### config.mk
export PLATFORM = sky130hd
export DESIGN_NAME = control_sequencer_flat
export DESIGN_NICKNAME = d
export VERILOG_FILES = /design/src/rtl/control_sequencer_if.sv /design/src/rtl/control_sequencer.sv /design/src/flat_wrapper.sv
export SDC_FILE = /design/constraint.sdc
export NUM_CORES = 1
export LEC_CHECK = 0
export BUFFER_PORTS_ARGS = -buffer_cell sky130_fd_sc_hd__buf_2
export CAP_MARGIN = 20
export CORE_UTILIZATION = 35
export DETAILED_ROUTE_END_ITERATION = 10
export PLACE_DENSITY = 0.7
export REMOVE_ABC_BUFFERS = 1
export SLEW_MARGIN = 5
export SYNTH_ARGS = -nofsm -noshare
export SYNTH_HDL_FRONTEND = slang
export SYNTH_SLANG_ARGS = --single-unit
export TNS_END_PERCENT = 1
### constraint.sdc
create_clock -name clock -period 2.8 [get_ports clock]
set_input_delay 0.56 -clock clock [delete_from_list [all_inputs] [get_ports clock]]
set_output_delay 0.56 -clock clock [all_outputs]
set_load 0.05 [all_outputs]
### src/rtl/control_sequencer_if.sv
// Control bundle between the hardwired sequencer and the CPU datapath.
// master: the sequencer (reads ir/mem_ready/stop, drives run, alu_op and all strobes)
// slave : the datapath/memory side (mirror directions)
interface control_sequencer_if;
    localparam int unsigned OPC_W = 5;

    // datapath / memory feedback
    logic [31:0]      ir;
    logic             mem_ready;
    logic             stop;

    // status and ALU opcode
    logic             run;
    logic [OPC_W-1:0] alu_op;

    // datapath strobes
    logic PCout, PCin, IncPC, MARin, MDRin, MDRout, IRin;
    logic Yin, Zin, Zhighout, Zlowout, HIin, LOin, Cout;

    // register select / encode controls
    logic Gra, Grb, Grc, Rin, Rout, BAout;

    // memory request strobes
    logic Read, Write;

    modport master (
        input  ir, mem_ready, stop,
        output run, alu_op,
        output PCout, PCin, IncPC, MARin, MDRin, MDRout, IRin,
        output Yin, Zin, Zhighout, Zlowout, HIin, LOin, Cout,
        output Gra, Grb, Grc, Rin, Rout, BAout,
        output Read, Write
    );

    modport slave (
        output ir, mem_ready, stop,
        input  run, alu_op,
        input  PCout, PCin, IncPC, MARin, MDRin, MDRout, IRin,
        input  Yin, Zin, Zhighout, Zlowout, HIin, LOin, Cout,
        input  Gra, Grb, Grc, Rin, Rout, BAout,
        input  Read, Write
    );
endinterface

### src/rtl/control_sequencer.sv
// Hardwired control unit: steps fetch (T0-T2) and execute (T3-T7) phases and
// decodes the opcode in ir[31:27] into datapath strobes.
// Ports:
//   clock : system clock, rising edge
//   clear : asynchronous active-low reset
//   bus   : control_sequencer_if.master (ir, mem_ready, stop in; run, alu_op,
//           datapath strobes, register controls, Read/Write out)
// Strobes are decoded from the state register so that clear removes them in the
// same time step; MDRin in the two memory-read wait states follows mem_ready.
module control_sequencer #(
    parameter logic [4:0] OPC_ADD  = 5'b00011,
    parameter logic [4:0] OPC_LD   = 5'b00000,
    parameter logic [4:0] OPC_ST   = 5'b00010,
    parameter logic [4:0] OPC_MUL  = 5'b01111,
    parameter logic [4:0] OPC_DIV  = 5'b10000,
    parameter logic [4:0] OPC_NOP  = 5'b11010,
    parameter logic [4:0] OPC_HALT = 5'b11011
) (
    input logic                 clock,
    input logic                 clear,
    control_sequencer_if.master bus
);
    localparam int unsigned OPC_W = 5;

    typedef enum logic [3:0] {
        S_RESET, S_T0, S_T1, S_T2, S_T3, S_T4, S_T5, S_T6, S_T7, S_HALTED
    } state_t;

    typedef enum logic [2:0] {
        C_ALU, C_MULDIV, C_LD, C_ST, C_NOP, C_HALT
    } op_class_t;

    state_t           state;
    state_t           state_nx;
    logic             t1_wait;     // set once T1 has already spent a cycle waiting
    logic [OPC_W-1:0] op_q;        // opcode captured at decode
    logic [OPC_W-1:0] opcode;
    logic [OPC_W-1:0] cur_op;
    op_class_t        op_class;

    // Only the opcode field is decoded here; the rest of IR belongs to the datapath.
    logic unused_ir;
    assign unused_ir = ^bus.ir[26:0];

    assign opcode = bus.ir[31:27];
    // Decode uses IR live in T3, then the captured copy for the rest of the instruction.
    assign cur_op = (state == S_T3) ? opcode : op_q;

    // Instruction class
    always_comb begin
        op_class = C_ALU;
        if (cur_op == OPC_LD)                              op_class = C_LD;
        else if (cur_op == OPC_ST)                         op_class = C_ST;
        else if ((cur_op == OPC_MUL) || (cur_op == OPC_DIV)) op_class = C_MULDIV;
        else if (cur_op == OPC_NOP)                        op_class = C_NOP;
        else if (cur_op == OPC_HALT)                       op_class = C_HALT;
    end

    // State register, T1 wait flag and opcode capture
    always_ff @(posedge clock or negedge clear) begin
        if (!clear) begin
            state   <= S_RESET;
            t1_wait <= 1'b0;
            op_q    <= '0;
        end else begin
            state   <= state_nx;
            t1_wait <= (state == S_T1) && (state_nx == S_T1);
            if (state == S_T3) begin
                op_q <= opcode;
            end
        end
    end

    // Next state and strobe decode
    always_comb begin
        state_nx     = state;
        bus.run      = (state != S_RESET) && (state != S_HALTED);
        bus.alu_op   = '0;
        bus.PCout    = 1'b0;
        bus.PCin     = 1'b0;
        bus.IncPC    = 1'b0;
        bus.MARin    = 1'b0;
        bus.MDRin    = 1'b0;
        bus.MDRout   = 1'b0;
        bus.IRin     = 1'b0;
        bus.Yin      = 1'b0;
        bus.Zin      = 1'b0;
        bus.Zhighout = 1'b0;
        bus.Zlowout  = 1'b0;
        bus.HIin     = 1'b0;
        bus.LOin     = 1'b0;
        bus.Cout     = 1'b0;
        bus.Gra      = 1'b0;
        bus.Grb      = 1'b0;
        bus.Grc      = 1'b0;
        bus.Rin      = 1'b0;
        bus.Rout     = 1'b0;
        bus.BAout    = 1'b0;
        bus.Read     = 1'b0;
        bus.Write    = 1'b0;

        case (state)
            S_RESET: state_nx = S_T0;

            // PC -> MAR, PC+1 -> Z; stop is honoured only here
            S_T0: begin
                bus.PCout = 1'b1;
                bus.MARin = 1'b1;
                bus.IncPC = 1'b1;
                bus.Zin   = 1'b1;
                state_nx  = bus.stop ? S_HALTED : S_T1;
            end

            // Z -> PC on the first cycle only, read held until memory responds
            S_T1: begin
                bus.Zlowout = 1'b1;
                bus.PCin    = !t1_wait;
                bus.Read    = 1'b1;
                bus.MDRin   = bus.mem_ready;
                state_nx    = bus.mem_ready ? S_T2 : S_T1;
            end

            S_T2: begin
                bus.MDRout = 1'b1;
                bus.IRin   = 1'b1;
                state_nx   = S_T3;
            end

            S_T3: begin
                state_nx = S_T4;
                case (op_class)
                    C_MULDIV: begin
                        bus.Gra  = 1'b1;
                        bus.Rout = 1'b1;
                        bus.Yin  = 1'b1;
                    end
                    C_LD, C_ST: begin
                        bus.Grb   = 1'b1;
                        bus.BAout = 1'b1;
                        bus.Yin   = 1'b1;
                    end
                    C_NOP:   state_nx = S_T0;
                    C_HALT:  state_nx = S_HALTED;
                    default: begin
                        bus.Grb  = 1'b1;
                        bus.Rout = 1'b1;
                        bus.Yin  = 1'b1;
                    end
                endcase
            end

            S_T4: begin
                state_nx = S_T5;
                case (op_class)
                    C_MULDIV: begin
                        bus.Grb    = 1'b1;
                        bus.Rout   = 1'b1;
                        bus.Zin    = 1'b1;
                        bus.alu_op = cur_op;
                    end
                    // base + offset address computation
                    C_LD, C_ST: begin
                        bus.Cout   = 1'b1;
                        bus.Zin    = 1'b1;
                        bus.alu_op = OPC_ADD;
                    end
                    C_NOP, C_HALT: state_nx = S_T0;
                    default: begin
                        bus.Grc    = 1'b1;
                        bus.Rout   = 1'b1;
                        bus.Zin    = 1'b1;
                        bus.alu_op = cur_op;
                    end
                endcase
            end

            S_T5: begin
                case (op_class)
                    C_MULDIV: begin
                        bus.Zlowout = 1'b1;
                        bus.LOin    = 1'b1;
                        state_nx    = S_T6;
                    end
                    C_LD, C_ST: begin
                        bus.Zlowout = 1'b1;
                        bus.MARin   = 1'b1;
                        state_nx    = S_T6;
                    end
                    C_NOP, C_HALT: state_nx = S_T0;
                    default: begin
                        bus.Zlowout = 1'b1;
                        bus.Gra     = 1'b1;
                        bus.Rin     = 1'b1;
                        state_nx    = S_T0;
                    end
                endcase
            end

            S_T6: begin
                state_nx = S_T0;
                case (op_class)
                    C_MULDIV: begin
                        bus.Zhighout = 1'b1;
                        bus.HIin     = 1'b1;
                    end
                    C_LD: begin
                        bus.Read  = 1'b1;
                        bus.MDRin = bus.mem_ready;
                        state_nx  = bus.mem_ready ? S_T7 : S_T6;
                    end
                    // store data Ra -> MDR
                    C_ST: begin
                        bus.Gra   = 1'b1;
                        bus.Rout  = 1'b1;
                        bus.MDRin = 1'b1;
                        state_nx  = S_T7;
                    end
                    default: state_nx = S_T0;
                endcase
            end

            S_T7: begin
                state_nx = S_T0;
                case (op_class)
                    C_LD: begin
                        bus.MDRout = 1'b1;
                        bus.Gra    = 1'b1;
                        bus.Rin    = 1'b1;
                    end
                    C_ST: begin
                        bus.Write = 1'b1;
                        state_nx  = bus.mem_ready ? S_T0 : S_T7;
                    end
                    default: state_nx = S_T0;
                endcase
            end

            S_HALTED: state_nx = S_HALTED;

            default: state_nx = S_RESET;
        endcase
    end
endmodule

### src/flat_wrapper.sv
// flat-port wrapper written by rule: the top's interface ports become plain ports
module control_sequencer_flat 
#(
    parameter logic [4:0] OPC_ADD  = 5'b00011,
    parameter logic [4:0] OPC_LD   = 5'b00000,
    parameter logic [4:0] OPC_ST   = 5'b00010,
    parameter logic [4:0] OPC_MUL  = 5'b01111,
    parameter logic [4:0] OPC_DIV  = 5'b10000,
    parameter logic [4:0] OPC_NOP  = 5'b11010,
    parameter logic [4:0] OPC_HALT = 5'b11011
)
  (clock, clear, bus_ir, bus_mem_ready, bus_stop, bus_run, bus_alu_op, bus_PCout, bus_PCin, bus_IncPC, bus_MARin, bus_MDRin, bus_MDRout, bus_IRin, bus_Yin, bus_Zin, bus_Zhighout, bus_Zlowout, bus_HIin, bus_LOin, bus_Cout, bus_Gra, bus_Grb, bus_Grc, bus_Rin, bus_Rout, bus_BAout, bus_Read, bus_Write);
  control_sequencer_if bus_i ();
  input logic clock;
  input logic clear;
  input wire logic [$bits(bus_i.ir)-1:0] bus_ir;
  input wire logic [$bits(bus_i.mem_ready)-1:0] bus_mem_ready;
  input wire logic [$bits(bus_i.stop)-1:0] bus_stop;
  output wire logic [$bits(bus_i.run)-1:0] bus_run;
  output wire logic [$bits(bus_i.alu_op)-1:0] bus_alu_op;
  output wire logic [$bits(bus_i.PCout)-1:0] bus_PCout;
  output wire logic [$bits(bus_i.PCin)-1:0] bus_PCin;
  output wire logic [$bits(bus_i.IncPC)-1:0] bus_IncPC;
  output wire logic [$bits(bus_i.MARin)-1:0] bus_MARin;
  output wire logic [$bits(bus_i.MDRin)-1:0] bus_MDRin;
  output wire logic [$bits(bus_i.MDRout)-1:0] bus_MDRout;
  output wire logic [$bits(bus_i.IRin)-1:0] bus_IRin;
  output wire logic [$bits(bus_i.Yin)-1:0] bus_Yin;
  output wire logic [$bits(bus_i.Zin)-1:0] bus_Zin;
  output wire logic [$bits(bus_i.Zhighout)-1:0] bus_Zhighout;
  output wire logic [$bits(bus_i.Zlowout)-1:0] bus_Zlowout;
  output wire logic [$bits(bus_i.HIin)-1:0] bus_HIin;
  output wire logic [$bits(bus_i.LOin)-1:0] bus_LOin;
  output wire logic [$bits(bus_i.Cout)-1:0] bus_Cout;
  output wire logic [$bits(bus_i.Gra)-1:0] bus_Gra;
  output wire logic [$bits(bus_i.Grb)-1:0] bus_Grb;
  output wire logic [$bits(bus_i.Grc)-1:0] bus_Grc;
  output wire logic [$bits(bus_i.Rin)-1:0] bus_Rin;
  output wire logic [$bits(bus_i.Rout)-1:0] bus_Rout;
  output wire logic [$bits(bus_i.BAout)-1:0] bus_BAout;
  output wire logic [$bits(bus_i.Read)-1:0] bus_Read;
  output wire logic [$bits(bus_i.Write)-1:0] bus_Write;
  assign bus_i.ir = bus_ir;
  assign bus_i.mem_ready = bus_mem_ready;
  assign bus_i.stop = bus_stop;
  assign bus_run = bus_i.run;
  assign bus_alu_op = bus_i.alu_op;
  assign bus_PCout = bus_i.PCout;
  assign bus_PCin = bus_i.PCin;
  assign bus_IncPC = bus_i.IncPC;
  assign bus_MARin = bus_i.MARin;
  assign bus_MDRin = bus_i.MDRin;
  assign bus_MDRout = bus_i.MDRout;
  assign bus_IRin = bus_i.IRin;
  assign bus_Yin = bus_i.Yin;
  assign bus_Zin = bus_i.Zin;
  assign bus_Zhighout = bus_i.Zhighout;
  assign bus_Zlowout = bus_i.Zlowout;
  assign bus_HIin = bus_i.HIin;
  assign bus_LOin = bus_i.LOin;
  assign bus_Cout = bus_i.Cout;
  assign bus_Gra = bus_i.Gra;
  assign bus_Grb = bus_i.Grb;
  assign bus_Grc = bus_i.Grc;
  assign bus_Rin = bus_i.Rin;
  assign bus_Rout = bus_i.Rout;
  assign bus_BAout = bus_i.BAout;
  assign bus_Read = bus_i.Read;
  assign bus_Write = bus_i.Write;
  control_sequencer #(.OPC_ADD(OPC_ADD), .OPC_LD(OPC_LD), .OPC_ST(OPC_ST), .OPC_MUL(OPC_MUL), .OPC_DIV(OPC_DIV), .OPC_NOP(OPC_NOP), .OPC_HALT(OPC_HALT)) u_core (.clock(clock), .clear(clear), .bus(bus_i));
endmodule
## After elaboration in Yosys (flattened, before gate mapping)

Cells that the tools add are included.
W data, S select, Z words.

- Register bits after elaboration: 10
- Bits in latches: 0
- RAM bits: 0
- ROM bits: 0
- Bits of input ports: 36
- Output and inout bits: 28
- Logic and storage cells: 85
- Memories: 0

- Add/subtract/negate cells: 0
- $mul: 0
- Divide/modulo/power cells: 0
- $lt $le $gt $ge: 0
- Equal/unequal tests: 21
- Shift operators: 0
- Mux-type cells: 47
- Bitwise operators: 0
- Reduce and logical (&&, ||, !) cells: 14

Operators with widths:

| operator | number |
|---|---|
| $pmux W4 S10 | 1 |
| $mux W3 | 7 |
| $pmux W1 S2 | 10 |
| $mux W1 | 19 |
| $eq A4 B3 Y1 const B | 4 |
| $mux W4 | 4 |
| $pmux W4 S2 | 2 |
| $eq A5 B5 Y1 const B | 3 |
| $eq A4 B2 Y1 const B | 3 |
| $mux W5 | 2 |
| $pmux W5 S2 | 1 |
| $eq A4 B4 Y1 const B | 2 |
| $eq A3 B2 Y1 const B | 2 |
| $eq A3 B3 Y1 const B | 2 |
| $reduce_or A2 Y1 | 3 |
| $reduce_or A3 Y1 | 2 |
| $eq A5 B2 Y1 const B | 1 |
| $eq A5 B4 Y1 const B | 1 |
| $logic_not A5 Y1 | 1 |
| $reduce_or A5 Y1 | 1 |
| $eq A4 B1 Y1 const B | 1 |
| $logic_not A4 Y1 | 1 |
| $ne A4 B4 Y1 const B | 1 |
| $pmux W1 S4 | 1 |
| 6 further kinds | 7 |

## Logic depth before layout (Yosys ltp)

Gate-level depths: netlist (run 1).

- Depth after elaboration: 14
- Mapped depth: 6
- Gate-level depth less buffers: 4

## Worst setup path after synthesis (run 1)

Ideal clock, no wire load.

- Path kind: register to output
- From: register u_core.state[3]
- To: output bus_Rout
- Arrival: 2.565 ns
- Path slack: -0.325 ns
- Cell stages (with the launch flop): 6
- Buffers on the path: 1
- Path through: dfrtp_1 -> clkbuf_1 -> nor4b_2 -> mux2i_1 -> inv_1 -> o21ai_0

- Word-level cells in the longest chain between the ends: 12
- Elaborated cells between the ends (all ways): 25
- Those cells by class: eq/ne (12); mux (9); reduce/logical (4)

RTL lines:

| what | line | RTL |
|---|---|---|
| start, declared | control_sequencer.sv:33 | `state_t state;` |
| start signal, assigned | control_sequencer.sv:66 | `state <= state_nx;` |
| $eq A4 B3 Y1 | control_sequencer.sv:47, control_sequencer.sv:102 |  |
| $mux W5 | control_sequencer.sv:47 | `assign cur_op = (state == S_T3) ? opcode : op_q;` |
| $eq A5 B5 Y1 | control_sequencer.sv:56 | `else if (cur_op == OPC_HALT) op_class = C_HALT;` |
| $mux W3 | control_sequencer.sv:56 |  |
| $mux W3 | control_sequencer.sv:55 | `else if (cur_op == OPC_NOP) op_class = C_NOP;` |
| $mux W3 | control_sequencer.sv:54 | `else if ((cur_op == OPC_MUL) \|\| (cur_op == OPC_DIV)) op_class = C_MULDIV;` |
| $mux W3 | control_sequencer.sv:53 | `else if (cur_op == OPC_ST) op_class = C_ST;` |
| $mux W3 | control_sequencer.sv:52 | `if (cur_op == OPC_LD) op_class = C_LD;` |
| $eq A3 B3 Y1, or another cell as far along | control_sequencer.sv:131, control_sequencer.sv:154 |  |
| $reduce_or A4 Y1 (no line) | -- |  |
| $mux W1 | control_sequencer.sv:131, control_sequencer.sv:154 |  |
| $pmux W1 S2 * | control_sequencer.sv:102 | `case (state)` |
| end, declared | flat_wrapper.sv:39 | `output wire logic [$bits(bus_i.Rout)-1:0] bus_Rout;` |

Every way passes the cells marked *; elsewhere a longest branch is shown, timed or not.

## Final worst setup path (run 1)

- From: register u_core.state[1]
- To: output bus_Gra

- Word-level cells in the longest chain between the ends: 12
- Elaborated cells between the ends (all ways): 28
- Those cells by class: eq/ne (14); mux (11); reduce/logical (3)

RTL lines:

| what | line | RTL |
|---|---|---|
| $eq A4 B3 Y1 | control_sequencer.sv:47, control_sequencer.sv:102 |  |
| $mux W5 | control_sequencer.sv:47 |  |
| $eq A5 B5 Y1 | control_sequencer.sv:56 |  |
| $mux W3 | control_sequencer.sv:56 |  |
| $mux W3 | control_sequencer.sv:55 |  |
| $mux W3 | control_sequencer.sv:54 |  |
| $mux W3 | control_sequencer.sv:53 |  |
| $mux W3 | control_sequencer.sv:52 |  |
| $eq A3 B3 Y1, or another cell as far along | control_sequencer.sv:178 | `case (op_class)` |
| $reduce_or A5 Y1 (no line) | -- |  |
| $mux W1 | control_sequencer.sv:178 |  |
| $pmux W1 S4 * | control_sequencer.sv:102 |  |
| end, declared | flat_wrapper.sv:35 | `output wire logic [$bits(bus_i.Gra)-1:0] bus_Gra;` |

Marked as above.

==> results.yml, run 1 <==
outcome:
  status: "finished, final reports clean"
timing:
  drv_slew: 0
  clock_skew_ns: 0.00993
  relSlewSlack_pct: 55.7
  fmax_mhz: 361
  fin_ws_ns: 0.0307
  fin_crit_ns: 2.77
  worst_pin_slew_ns: 0.658
  post-route-period-util_pct: 98.9
  hold_viol: 0
  setup_viol: 0
global_route:
  grt-ovfl-total: 0
  grt_pass1_vias: 1050
  antenna_found_initial: 0
  grt_pass1_wl_mm: 4.79
  grt_max_degree: 14
  grt.total_usage_pct: 20.2
power:
  p_per_area_nw_per_um2: 1160
  p_leak_nw: 0.657
  power.total_mw: 1.53
  peakVddDrop_mv: 0.721
drt:
  wl_per_cell_um: 15.1
  drc: 0
  met1_length_mm: 1.37
  detailroute.wirelength.met3_um: 251
  drt_pass1_iterations: 4
  drt-total-wl_mm: 3.11
  highest_layer: "met4"
  wl_met2_mm: 1.41
  drtIter0Drc: 42
  detail-route-antenna-nets: 0
  vias_per_cell: 5.95
  num_vias: 1225
cts:
  cts_root_buf: "clkbuf_4"
  cts_tree: "built"
  cts_made_buffers: 3
  clockBufferDepth: 2
  clock_latency_ns: 0.28
  ctsHoldBuffers: 0
  cts_max_level: 1
  cts_num_sinks: 10
  cts.clk_slew.worst_paths_ns: 0.08
floorplanning:
  ios: 64
  start_util_pct: 36.7
  core_um2: 2730
  die_w_um: 55.5
  std_cell_rows: 19
  dieArea_um2: 3090
  die_height_um: 55.5
synthesis:
  synth_area_um2: 1000
  seq_area_frac_synth_pct: 24.9
  syn_avg_cell_area_um2: 7.38
  ys_seq_elements: 10
  synthCells: 136
  yosys_warnings: 0
  synth_edf_count: 0
  synthFlopType: "dfrtp_1"
  ys_async_sr_fraction_pct: 100
  yosysUniqueCellTypes: 43
final_layout:
  area_growth_pct: 31.4
  diodes: 0
  nets: 212
  drive_above_1_share_pct: 35.4
  layout_common_cells: "buf_2 (28), nand2_1 (17), nor2_1 (14), buf_4 (14)"
  fill_cells: 288
  final_util_pct: 48.2
  layout_commonest_cell: "buf_2"
placement:
  pre_cts_ws_ns: 0.178
  place.gp.congestion: 0.813
  placement.io_buffers: 36
  hpwl_mm: 2.38
worst_hold_path:
  min_path_type: "in2async"
setup_path:
  timing.rr.end: "u_core.state[3]"
  crit_fanout: 11
  cp_top_family: "simple AND/OR/NAND/NOR gates"
  cp_cell_sequence: "or4b_4, nor3_1, o21bai_1, o2111ai_1, buf_4"
  critPathBufInv: 1
  r2r_setup_slack_ns: 0.89
  slowest_stage: "or4b_4"
  arrival_ns: 2.21
  r2r_start: "u_core.state[1]"
  worst-r2r-cell-count: 6
  crit_required_ns: 2.24
  endpoint_kind: "primary output"
  critPathKind: "reg2out"
  critPathLaunch: "u_core.state[1]"
  crit_path_start_kind: "flop"
  slowest_delay_ns: 0.64
run:
  cap_violations: 0
-- layer usage --
| layer | vias to the layer above | track usage [%] |
|---|---|---|
| met2 | 69 | 30.3 |
| met4 | 0 | 10.4 |
| met3 | 8 | 4.68 |
| met1 | 569 | 27.0 |
| li1 | 579 | - |
| met5 | - | 0 |
-- repair_timing --
| action | 4_1_cts | 5_1_grt |
|---|---|---|
| buffers inserted | 0 | 2 |
| setup endpoints to repair | 8 | 12 |
| resized for setup | 6 | 13 |
| cloned | 0 | 0 |
-- cell type report --
| class | count | area (um2) | share of cell area (%) |
|---|---|---|---|
| flip-flops and latches | 10 | 251 | 19.1 |
| well taps | 31 | 38.8 | 2.94 |
| repair buffers | 44 | 264 | 20.0 |
| inverters | 5 | 18.8 | 1.42 |
| multi-input cells | 112 | 709 | 53.8 |
| clock buffers | 4 | 36.3 | 2.75 |
-- stage by stage --
step	hold slack [ns]	instance area, um2	instances	setup TNS, ns
after floorplan	0.264	945	127	-3.99
after global placement	0.440	1210	200	0
after detailed placement	0.447	1210	200	0
after CTS	0.151	1260	204	0
after global routing	0.144	1320	206	-0.0680
final	0.143	1320	206	0
-- cells by family (layout without fill, tap and decap cells) --
family | after synthesis | after routing | synth area share, %
compound gates | 30 | 30 | 19.1
buf+inv | 14 | 53 | 7.73
flops | 10 | 10 | 24.9
mux | 4 | 4 | 4.61
simple gates | 78 | 78 | 43.6
-- worst reg2reg max path, stage by stage (launching register included) --
cell	delay, ns
dfrtp_2	0.49
nor4b_4	0.31
buf_6	0.19
mux2i_4	0.30
buf_4	0.18
nor4_1	0.05
a211o_1	0.27
-- Yosys cell counts (2+ instances only) --
library cell	count	share of area [%]
a21oi_1	8	4.0
and3_1	2	1.2
buf_2	2	1.0
buf_4	2	1.5
buf_6	2	2.2
clkbuf_1	3	1.1
dfrtp_1	10	25
inv_1	5	1.9
mux2i_1	2	2.0
nand2_1	17	6.4
nand2b_1	9	5.6
nand3_1	9	4.5
nand4_1	2	1.2
nand4b_1	2	1.7
nor2_1	14	5.2
nor3_1	4	2.0
nor4_1	3	1.9
o21ai_0	8	4.0
o31ai_1	4	3.0
or3_1	4	2.5
or4_1	2	1.5
-- state kept, by name, indices dropped and copies added, names as in the netlist --
register        flops
u_core.op_q         5
u_core.state        4
u_core.t1_wait      1
-- report_power, final --
part           switching (mW)  internal [mW]
Combinational           0.698          0.343
Sequential              0.144          0.209
Clock                  0.0550         0.0791
-- worst max path at each step --
stage                          to  depth (start not counted)
floorplan                bus_Rout                          4
global placement          bus_Gra                          5
detailed placement        bus_Gra                          5
CTS                 bus_alu_op[0]                          7
global route        bus_alu_op[1]                          7
finish                    bus_Gra                          5
Power figures use the tool's default switching activity.
==> run 2: changes to the inputs <==
--- a/config.mk
+++ b/config.mk
@@ -9,9 +9,9 @@
 export CAP_MARGIN = 20
 export CORE_UTILIZATION = 35
 export DETAILED_ROUTE_END_ITERATION = 10
-export PLACE_DENSITY = 0.7
+export PLACE_DENSITY = 0.68
 export REMOVE_ABC_BUFFERS = 1
-export SLEW_MARGIN = 5
+export SLEW_MARGIN = 20
 export SYNTH_ARGS = -nofsm -noshare
 export SYNTH_HDL_FRONTEND = slang
 export SYNTH_SLANG_ARGS = --single-unit
==> results.yml, run 2 (same netlist as run 1, synthesis figures left out) <==
outcome:
  status: "finished, final reports clean"
global_route:
  grt.total_usage_pct: 19.5
  grt-ovfl-total: 0
  grt_pass1_vias: 1028
  antenna_found_initial: 0
  grt_max_degree: 13
  grt_pass1_wl_mm: 4.71
power:
  peakVddDrop_mv: 0.629
  power.total_mw: 1.49
  p_leak_nw: 0.655
  p_per_area_nw_per_um2: 1140
timing:
  whs_ns: 0.144
  fmax_mhz: 362
  tns_ns: 0
  post-route-period-util_pct: 98.8
  fin_crit_ns: 2.77
  relSlewSlack_pct: 51.8
  setup_viol: 0
  hold_viol: 0
  worst_pin_slew_ns: 0.716
  drv_slew: 0
  clock_skew_ns: 0.00848
setup_path:
  r2r_setup_slack_ns: 0.85
  r2r_start: "u_core.state[3]"
  endpoint_kind: "primary output"
  slowest_stage: "dfrtp_2"
  slowest_delay_ns: 0.48
  crit_required_ns: 2.24
  cp_top_family: "buffers and inverters"
  crit_path_start_kind: "flop"
  critPathBufInv: 3
  arrival_ns: 2.21
  cp_cell_sequence: "nor4b_4, buf_4, mux2i_4, inv_1, a32o_1, buf_2"
  worst-r2r-cell-count: 6
  timing.rr.end: "u_core.state[3]"
  critPathKind: "reg2out"
  crit_fanout: 10
cts:
  cts_max_level: 1
  cts.clk_slew.worst_paths_ns: 0.07
  clockBufferDepth: 2
  cts_made_buffers: 3
  cts_root_buf: "clkbuf_4"
  cts_num_sinks: 10
  cts_tree: "built"
  ctsHoldBuffers: 0
  clock_latency_ns: 0.27
drt:
  drt-total-wl_mm: 3.00
  drt_pass1_iterations: 4
  num_vias: 1186
  wl_per_cell_um: 14.5
  detail-route-antenna-nets: 0
  drc: 0
  drtIter0Drc: 58
  vias_per_cell: 5.73
placement:
  hpwl_mm: 2.26
  dpl.cell_count: 202
  placement.io_buffers: 36
  place.gp.congestion: 0.899
final_layout:
  layout_commonest_cell: "buf_2"
  layout_common_cells: "buf_2 (32), nand2_1 (17), nor2_1 (14)"
  nets: 214
  layoutNonFillerInstCount: 207
  top_regs: "u_core.op_q x5, u_core.state x4, u_core.t1_wait x1"
  largest_register_ffs: 5
  final_util_pct: 47.7
  largest_register: "u_core.op_q"
  fill_cells: 274
  area_growth_pct: 30.0
  diodes: 0
  drive_above_1_share_pct: 36.4
floorplanning:
  std_cell_rows: 19
  die_height_um: 55.5
  die_w_um: 55.5
  start_util_pct: 36.7
  dieArea_um2: 3090
  ios: 64
  core_um2: 2730
run:
  cap_violations: 0
worst_hold_path:
  min_path_type: "in2async"
[run 2: cell count changes in the layout (fill, tap and decap cells not counted)]
cell / previous run / this run
buf_2: 28 / 32
buf_4: 14 / 10
buf_6: 1 / 0
clkbuf_4: 4 / 7
clkbuf_8: 1 / 0
dfrtp_1: 9 / 7
dfrtp_2: 1 / 3
mux2i_1: 0 / 1
mux2i_2: 1 / 0
[run 2: worst max-delay path by stage]
stage,endpoint,cells after the start,slack (ns),startpoint
3_5_place_dp,bus_Gra,5,0.24,u_core.state[0]
4_1_cts,bus_Gra,5,0.05,u_core.state[1]
3_3_place_gp,bus_Gra,5,0.26,u_core.state[1]
2_1_floorplan,bus_Rout,4,-0.75,u_core.state[0]
6_report,bus_MDRin,6,0.03,u_core.state[3]
5_1_grt,bus_MDRin,6,-0.02,u_core.state[3]
[run 2: report_power, final]
| part | internal (mW) | switching, mW |
|---|---|---|
| clock | 0.0497 | 0.0496 |
| sequential | 0.213 | 0.140 |
| combinational | 0.343 | 0.693 |
[run 2: cell type report]
class	count	area (um2)	area share [%]
timing repair buffer	46	265	20.3
inverter	5	18.8	1.44
sequential	10	254	19.5
multi-input combinational	112	706	54.1
clock buffer	3	22.5	1.73
tap	31	38.8	2.97
[run 2: routing by layer]
metal,vias to the layer above,share of wire [%],GRT usage (%)
li1,581,-,-
met1,554,49,27.5
met2,46,44,29.8
met3,5,5.8,2.58
met4,0,1.9,8.57
met5,-,0,0
[run 2: timing repair]
action,CTS,global route
pin swaps,0,1
endpoints found under the setup margin,4,6
setup buffers,0,2
gates resized for setup,2,10
[run 2: through the flow]
step	cell area, um2	setup WS [ns]
floorplan	945	-0.749
global placement	1220	0.265
detailed placement	1220	0.244
CTS	1260	0.0494
global route	1310	-0.0235
finish	1310	0.0347
==> run 3: changes to the inputs <==
--- a/config.mk
+++ b/config.mk
@@ -9,7 +9,7 @@
 export CAP_MARGIN = 20
 export CORE_UTILIZATION = 35
 export DETAILED_ROUTE_END_ITERATION = 10
-export PLACE_DENSITY = 0.68
+export PLACE_DENSITY = 0.71
 export REMOVE_ABC_BUFFERS = 1
 export SLEW_MARGIN = 20
 export SYNTH_ARGS = -nofsm -noshare
==> constraint.sdc (replaced) <==
create_clock -name clock -period 2.28 [get_ports clock]
set_input_delay 0.456 -clock clock [delete_from_list [all_inputs] [get_ports clock]]
set_output_delay 0.456 -clock clock [all_outputs]
set_load 0.05 [all_outputs]
==> results.yml, run 3 (same netlist as run 1, synthesis figures left out) <==
timing:
  hold_viol: 0
  post-route-period-util_pct: 109
  fmax_mhz: 402
  fin_ws_ns: -0.205
  clock_skew_ns: 0.00218
  tns_ns: -2.04
  fin_crit_ns: 2.49
  worst_pin_slew_ns: 0.426
  relSlewSlack_pct: 71.3
  setup_viol: 18
  rsz0062_at_grt: "true"
  drv_slew: 0
final_layout:
  area_growth_pct: 54.1
  layout_commonest_cell: "buf_4"
  diodes: 0
  multiInputGateArea_um2: 767
  top_regs: "u_core.op_q x5, u_core.state x4, u_core.t1_wait x1"
  nets: 225
  drive_above_1_share_pct: 48.1
  layout_common_cells: "buf_4 (28), nand2_1 (15), nor2_1 (14), buf_2 (14), buf_6 (14)"
  ff_latch_area_um2: 254
  largest_register_ffs: 5
  largest_register: "u_core.op_q"
  design_area_um2: 1550
  fill_cells: 249
placement:
  placement.io_buffers: 36
  dpl-instance-area_um2: 1280
  hpwl_mm: 2.49
  pre_cts_ws_ns: -0.0478
  place.gp.congestion: 0.873
drt:
  detail-route-antenna-nets: 0
  drt-total-wl_mm: 3.64
  vias_per_cell: 5.94
  drc: 0
  drtIter0Drc: 78
  num_vias: 1296
  wl_per_cell_um: 16.7
  drt_pass1_iterations: 4
outcome:
  status: "finished with violations"
  failed_checks: "setup timing"
cts:
  cts_tree: "built"
  cts_num_sinks: 10
  clockBufferDepth: 2
  cts.clk_slew.worst_paths_ns: 0.07
  ctsHoldBuffers: 0
  cts_made_buffers: 3
  cts_root_buf: "clkbuf_4"
  cts_max_level: 1
  clock_latency_ns: 0.28
setup_path:
  endpoint_kind: "primary output"
  crit_required_ns: 1.82
  arrival_ns: 2.03
  critPathKind: "reg2out"
  crit_path_start_kind: "flop"
  crit_fanout: 4
power:
  peakVddDrop_mv: 0.971
  p_per_area_nw_per_um2: 1380
  p_leak_nw: 0.721
global_route:
  grt.total_usage_pct: 23.4
  grt-ovfl-total: 0
  antenna_found_initial: 0
  grt_max_degree: 13
  grt_pass1_wl_mm: 5.67
  grt_pass1_vias: 1159
worst_hold_path:
  min_path_type: "in2async"
floorplanning:
  die_w_um: 55.5
  dieArea_um2: 3090
  std_cell_rows: 19
  start_util_pct: 36.7
  die_height_um: 55.5
  ios: 64
  core_um2: 2730
run:
  cap_violations: 0
[run 3: cell count changes in the layout (fill, tap and decap cells not counted), moves of 4 or more]
cell / delta
buf_2: -18
buf_4: +18
buf_6: +14
a21oi_1: -4
a21oi_2: +4
[run 3: final timing paths]
kind | start | end | slack, ns | depth (start not counted)
min in group clock | bus_ir[31] | u_core.op_q[4] | 0.51 | 3
setup reg to reg | u_core.op_q[0] | u_core.state[2] | 0.40 | 4
hold reg to reg | u_core.op_q[2] | u_core.op_q[2] | 0.63 | 2
max in group asynchronous | clear | u_core.op_q[0] | 2.01 | 1
hold / removal | clear | u_core.state[1] | 0.04 | 1
setup / recovery | u_core.state[0] | bus_MDRin | -0.21 | 4
[run 3: final cells by class]
class	instances	area share (%)
sequential	10	16.4
tap	31	2.51
inverter	5	1.21
clock buffer	3	1.46
timing repair buffer	57	28.8
multi-input combinational	112	49.6
[run 3: report_power, final]
group          leakage, nW  internal [mW]  total, mW  switching, mW
combinational        0.586          0.595       1.59          0.997
clock               0.0138         0.0613      0.127         0.0655
sequential           0.121          0.262      0.416          0.154
[run 3: timing repair]
item	4_1_cts	5_1_grt
buffers inserted	3	3
gates resized for setup	46	21
endpoints found under the setup margin	22	23
pin swaps	7	4
[run 3: per-stage QoR]
| step | power (mW) | hold WS [ns] | cells | util (%) |
|---|---|---|---|---|
| 2_1_floorplan | 1.31 | 0.160 | 127 | - |
| 3_3_place_gp | 1.66 | 0.335 | 209 | 46.7 |
| 3_5_place_dp | 1.70 | 0.339 | 209 | 46.7 |
| 4_1_cts | 1.98 | 0.0472 | 215 | 53.8 |
| 5_1_grt | 2.24 | 0.0633 | 218 | 56.6 |
| 6_report | 2.13 | 0.0390 | 218 | 56.6 |
[run 3: routing by layer]
metal / routed length (um) / track usage (%) / part of all wire [%]
met5: 0 / 0 / 0
met4: 44 / 6.43 / 1.2
met3: 286 / 2.81 / 7.9
met2: 1790 / 39.4 / 49
met1: 1520 / 31.4 / 42
[run 3: critical path, stage by stage, from the launching register on]
cell and delay (ns):
dfrtp_1 0.40, or4b_4 0.59, mux2_4 0.35, a32o_1 0.25
buf_6 0.16
